===== src/rtl/ysyx_25040101_exu_seq.sv =====
// Multi-cycle execute sequencer: steers the shared ALU over one or two
// cycles per instruction and hands writeback/redirect results to the WBU.
module ysyx_25040101_exu_seq (
  input  logic        clk_i,
  input  logic        rst_n_i,
  input  logic        in_valid_i,
  output logic        in_ready_o,
  input  logic [2:0]  cls_i,
  input  logic [3:0]  aluop_i,
  output logic [1:0]  srca_ctrl_o,
  output logic [2:0]  srcb_ctrl_o,
  output logic [3:0]  alu_op_o,
  input  logic [31:0] alu_res_i,
  output logic        out_valid_o,
  input  logic        out_ready_i,
  output logic [31:0] rd_data_o,
  output logic        rd_wen_o,
  output logic [31:0] npc_o,
  output logic        jump_o
);
  localparam logic [3:0] ALU_ADD = 4'b0000;

  // operand-select keys
  localparam logic [1:0] SA_RS1  = 2'b00;
  localparam logic [1:0] SA_PC   = 2'b01;
  localparam logic [1:0] SA_ZERO = 2'b10;
  localparam logic [2:0] SB_RS2  = 3'b000;
  localparam logic [2:0] SB_IMM  = 3'b001;
  localparam logic [2:0] SB_FOUR = 3'b010;
  localparam logic [2:0] SB_SHMT = 3'b100;

  // instruction classes
  localparam logic [2:0] C_OP     = 3'b000;
  localparam logic [2:0] C_OPIMM  = 3'b001;
  localparam logic [2:0] C_SHIFT  = 3'b010;
  localparam logic [2:0] C_LUI    = 3'b011;
  localparam logic [2:0] C_AUIPC  = 3'b100;
  localparam logic [2:0] C_JAL    = 3'b101;
  localparam logic [2:0] C_JALR   = 3'b110;
  localparam logic [2:0] C_BRANCH = 3'b111;

  typedef enum logic [1:0] {S_IDLE, S_EX1, S_EX2, S_DONE} state_e;

  state_e      state_q, state_d;
  logic [2:0]  cls_q, cls_d;
  logic [3:0]  aluop_q, aluop_d;
  logic        out_valid_q, out_valid_d;
  logic [31:0] rd_data_q, rd_data_d;
  logic        rd_wen_q, rd_wen_d;
  logic [31:0] npc_q, npc_d;
  logic        jump_q, jump_d;

  assign in_ready_o  = (state_q == S_IDLE);
  assign out_valid_o = out_valid_q;
  assign rd_data_o   = rd_data_q;
  assign rd_wen_o    = rd_wen_q;
  assign npc_o       = npc_q;
  assign jump_o      = jump_q;

  // ALU steering decoded from state and the latched class
  always_comb begin
    srca_ctrl_o = SA_RS1;
    srcb_ctrl_o = SB_RS2;
    alu_op_o    = ALU_ADD;
    if (state_q == S_EX1) begin
      case (cls_q)
        C_OP:     begin srca_ctrl_o = SA_RS1;  srcb_ctrl_o = SB_RS2;  alu_op_o = aluop_q; end
        C_OPIMM:  begin srca_ctrl_o = SA_RS1;  srcb_ctrl_o = SB_IMM;  alu_op_o = aluop_q; end
        C_SHIFT:  begin srca_ctrl_o = SA_RS1;  srcb_ctrl_o = SB_SHMT; alu_op_o = aluop_q; end
        C_LUI:    begin srca_ctrl_o = SA_ZERO; srcb_ctrl_o = SB_IMM;  alu_op_o = ALU_ADD; end
        C_AUIPC:  begin srca_ctrl_o = SA_PC;   srcb_ctrl_o = SB_IMM;  alu_op_o = ALU_ADD; end
        C_JAL,
        C_JALR:   begin srca_ctrl_o = SA_PC;   srcb_ctrl_o = SB_FOUR; alu_op_o = ALU_ADD; end
        default:  begin srca_ctrl_o = SA_RS1;  srcb_ctrl_o = SB_RS2;  alu_op_o = aluop_q; end
      endcase
    end else if (state_q == S_EX2) begin
      // second pass computes the redirect target; JALR is register-relative
      srca_ctrl_o = (cls_q == C_JALR) ? SA_RS1 : SA_PC;
      srcb_ctrl_o = SB_IMM;
      alu_op_o    = ALU_ADD;
    end
  end

  // next-state and result capture
  always_comb begin
    state_d     = state_q;
    cls_d       = cls_q;
    aluop_d     = aluop_q;
    out_valid_d = out_valid_q;
    rd_data_d   = rd_data_q;
    rd_wen_d    = rd_wen_q;
    npc_d       = npc_q;
    jump_d      = jump_q;
    case (state_q)
      S_IDLE: begin
        if (in_valid_i) begin
          cls_d   = cls_i;
          aluop_d = aluop_i;
          state_d = S_EX1;
        end
      end
      S_EX1: begin
        npc_d  = '0;
        jump_d = 1'b0;
        if (cls_q == C_BRANCH) begin
          rd_data_d = '0;
          rd_wen_d  = 1'b0;
          if (alu_res_i[0]) begin
            state_d = S_EX2;
          end else begin
            out_valid_d = 1'b1;
            state_d     = S_DONE;
          end
        end else begin
          // for JAL/JALR this is the link value pc+4
          rd_data_d = alu_res_i;
          rd_wen_d  = 1'b1;
          if (cls_q == C_JAL || cls_q == C_JALR) begin
            state_d = S_EX2;
          end else begin
            out_valid_d = 1'b1;
            state_d     = S_DONE;
          end
        end
      end
      S_EX2: begin
        npc_d       = (cls_q == C_JALR) ? {alu_res_i[31:1], 1'b0} : alu_res_i;
        jump_d      = 1'b1;
        out_valid_d = 1'b1;
        state_d     = S_DONE;
      end
      S_DONE: begin
        if (out_ready_i) begin
          out_valid_d = 1'b0;
          state_d     = S_IDLE;
        end
      end
      default: state_d = S_IDLE;
    endcase
  end

  // state and registered outputs; reset discards any in-flight op
  always_ff @(posedge clk_i or negedge rst_n_i) begin
    if (!rst_n_i) begin
      state_q     <= S_IDLE;
      cls_q       <= '0;
      aluop_q     <= '0;
      out_valid_q <= 1'b0;
      rd_data_q   <= '0;
      rd_wen_q    <= 1'b0;
      npc_q       <= '0;
      jump_q      <= 1'b0;
    end else begin
      state_q     <= state_d;
      cls_q       <= cls_d;
      aluop_q     <= aluop_d;
      out_valid_q <= out_valid_d;
      rd_data_q   <= rd_data_d;
      rd_wen_q    <= rd_wen_d;
      npc_q       <= npc_d;
      jump_q      <= jump_d;
    end
  end
endmodule


===== config.mk =====
export PLATFORM = sky130hd
export DESIGN_NAME = ysyx_25040101_exu_seq
export DESIGN_NICKNAME = d
export VERILOG_FILES = /design/src/rtl/ysyx_25040101_exu_seq.sv
export SDC_FILE = /design/constraint.sdc
export NUM_CORES = 1
export LEC_CHECK = 0
export ABC_AREA = 1
export BUFFER_PORTS_ARGS = -buffer_cell sky130_fd_sc_hd__buf_2
export CAP_MARGIN = 30
export CORE_MARGIN = 3
export CORE_UTILIZATION = 45
export DETAILED_ROUTE_END_ITERATION = 10
export PLACE_DENSITY = 0.85
export SKIP_LAST_GASP = 1
export SLEW_MARGIN = 20
export SYNTH_ARGS = -nofsm -noshare
export SYNTH_HDL_FRONTEND = slang
export SYNTH_SLANG_ARGS = --single-unit

===== constraint.sdc =====
create_clock -name clk_i -period 1.9 [get_ports clk_i]
set_input_delay 0 -clock clk_i [delete_from_list [all_inputs] [get_ports clk_i]]
set_output_delay 0 -clock clk_i [all_outputs]
set_load 0.03 [all_outputs]

==> flow_metrics.py <==
metrics = {
    "final_layout": {
        "layout-drive-gt1-share_pct": 29.1,
        "final_nets": 543,
        "regArea_um2": 1900,
        "multiInputGateArea_um2": 898,
        "syn_to_final_growth_pct": 43.8,
        "fillers": 532,
        "postLayoutCoreUtil_pct": 67.6,
    },
    "critical_path": {
        "cp-start-kind": "register",
        "critPathMaxFanout": 8,
        "end_kind": "output pin",
        "critPathBufInv": 3,
        "path_cells": "inv_1 -> ha_2 -> inv_1 -> nor4_2 -> buf_2",
        "cpMostUsedCell": "inv_1",
        "arrival_ps": 1720,
        "slowest_stage": "dfrtp_1",
        "worstSetupPathType": "register to output pin",
        "crit_family": "buffers and inverters",
        "required_ps": 1900,
        "cpPeakStageDelay_ps": 410,
    },
    "sta": {
        "finalSetupTns_ps": 0,
        "slew_viol_final": 0,
        "rsz0062_at_grt": "no",
        "relSlewSlack_pct": 69.9,
        "worst_pin_slew_ps": 452,
        "fmax_ghz": 0.582,
        "period_needed_ps": 1720,
        "skew_ps": 6.25,
        "hold_ws_ps": 117,
        "setup_violations": 0,
        "finalCritPeriodShare_pct": 90.4,
        "final_hold_viol_count": 0,
    },
    "die": {
        "die-area_um2": 7770,
        "die_h_um": 88.1,
        "rows": 29,
        "fp.dieW_um": 88.1,
        "start_util_pct": 47.0,
        "io-pin-count": 120,
        "core_um2": 6460,
    },
    "cts": {
        "cts_root_buf": "clkbuf_8",
        "htreeDepth": 3,
        "numCtsBuffers": 9,
        "post_cts_buffers": 0,
        "cts_sinks": 76,
        "path_clk_slew_ps": 80,
        "clockBufferDepth": 2,
        "cts_tree": "built",
        "clkLatencyLatePin_ps": 330,
    },
    "drt": {
        "wl_per_cell_um": 14.0,
        "drt_pass1_iterations": 4,
        "first_iter_violations": 171,
        "viasPerCell": 4.88,
        "vias": 2825,
        "routed_wl_um": 8130,
        "drc": 0,
        "postRouteAntennaNets": 0,
    },
    "synth": {
        "ys_warn_count": 0,
        "yosysTopAreaCell": "dfrtp_1",
        "syn_area_um2": 3040,
        "syn_inst": 332,
        "synth_most_common_cell": "nand2_1",
        "yosysUniqueCellTypes": 18,
        "synth_seq_cells": 76,
        "ys_top_cells_by_area": "dfrtp_1, o21ai_0, nand2_1",
        "synth_top_area_share_pct": 62.6,
        "yosysSeqAreaShare_pct": 62.6,
        "syn-num-nets": 379,
        "synth_common_cells": "nand2_1, dfrtp_1, o21ai_0",
        "ys.flop_type": "dfrtp_1",
        "synth_area_per_cell_um2": 9.15,
        "synthArstFlopShare_pct": 100,
        "synth_edf_count": 0,
    },
    "job": {
        "max_cap_viol_count": 0,
    },
    "place": {
        "io_buffers": 119,
        "dp_hpwl_um": 5430,
        "place.gp.congestion": 0.816,
    },
    "global_routing": {
        "overflow": 0,
        "antenna_found_initial": 0,
        "grt_pass1_wl_um": 12800,
        "grt_max_degree": 43,
        "track_usage_pct": 21.4,
        "grt_pass1_vias": 2729,
    },
    "power_and_ir_drop": {
        "power_density_nw_per_um2": 1730,
        "peakVddDrop_v": 0.000868,
        "p_leak_nw": 2.44,
    },
    "hold_path": {
        "hp-class": "primary input to register",
    },
    "outcome": {
        "status": "complete, no violations",
    },
}
-- logic make-up (layout without fill, tap and decap cells) --
logic type      Yosys count  after routing  share of synthesized area (%)
simple gates            115            115                           15.1
buf+inv                  61            230                           8.08
fa+ha+maj                 4              4                           1.65
flops                    76             76                           62.6
other cells               0              1                              0
compound gates           76             76                           12.5
-- metal layers --
| layer | global-route usage (%) | share of wire, % | vias up |
|---|---|---|---|
| met5 | 0 | 0 | - |
| met4 | 7.55 | 1.4 | 0 |
| met3 | 5.46 | 6.6 | 13 |
| met2 | 36.0 | 50 | 118 |
| met1 | 27.0 | 42 | 1329 |
| li1 | - | - | 1365 |
-- path summary, 6_finish.rpt --
kind | start | to | slack, ps | depth (start not counted)
worst max-delay path | state_q[1] | srcb_ctrl_o[2] | 180 | 5
worst min-delay path | out_ready_i | out_valid_o | 120 | 7
worst max register to register | state_q[0] | state_q[0] | 350 | 8
worst min register to register | jump_o | jump_o | 470 | 2
max in group asynchronous | rst_n_i | npc_o[4] | 1180 | 3
min in group asynchronous | rst_n_i | aluop_q[2] | 150 | 2
-- power breakdown --
| part | leakage (nW) | switching, W | internal (W) | total [W] |
|---|---|---|---|---|
| logic | 1.36 | 0.00262 | 0.00105 | 0.00367 |
| clock network | 0.102 | 0.000583 | 0.000740 | 0.00132 |
| registers | 0.975 | 0.000356 | 0.00220 | 0.00255 |
-- state kept, by name (all words and copies together) (netlist names) --
name	count
rd_data_o	32
state_q	2
cls_q	3
jump_o	1
out_valid_o	1
npc_o	32
aluop_q	4
rd_wen_o	1
-- worst register-to-register path: cells and delay by family, from the launching register on --
kind            cells  cell delay [ps]
fa+ha+maj           1              210
flops               1              430
buf+inv             3              300
simple gates        3              180
compound gates      1              370
-- stage by stage --
stage	worst slack, ps	instances	total power (W)	area [µm²]
2_1_floorplan	39.8	332	0.00498	3040
3_3_place_gp	463	522	0.00606	3740
3_5_place_dp	374	522	0.00618	3740
4_1_cts	89.1	578	0.00758	4360
5_1_grt	74.6	578	0.00806	4360
6_report	183	579	0.00755	4370
-- layout make-up --
class	count	share of cell area, %
diodes	1	0.0573
repair buffers	168	24.7
well taps	77	2.21
clock buffers	10	2.92
inverters	46	3.95
clock inverters	6	2.03
flip-flops and latches	76	43.6
multi-input cells	195	20.6
-- cells in the final DEF, fill, tap and decap left out --
cell,netlist,routed
o21ai_1,1,1
ha_1,4,3
bufinv_16,0,2
nand3_1,8,8
nor2_1,15,15
dfrtp_1,76,76
clkinv_4,0,1
clkinvlp_4,0,2
clkbuf_8,0,9
clkinv_2,0,1
clkinv_1,1,1
clkbuf_1,7,1
o21ai_0,67,67
nand3_2,1,1
nand2_1,87,87
buf_4,0,9
ha_2,0,1
nor4_2,0,1
diode_2,0,1
buf_2,6,118
nand3b_1,1,1
nand4_1,2,2
dlygate4sd3_1,0,40
buf_12,0,1
inv_1,45,45
a21oi_1,8,8
-- what timing repair did --
action,in CTS,in global routing
gates resized for setup,1,1
hold endpoints to repair,105,0
hold buffers,40,0
setup endpoints to repair,1,1
cloned,0,0
(Power assumes the default switching activity.)
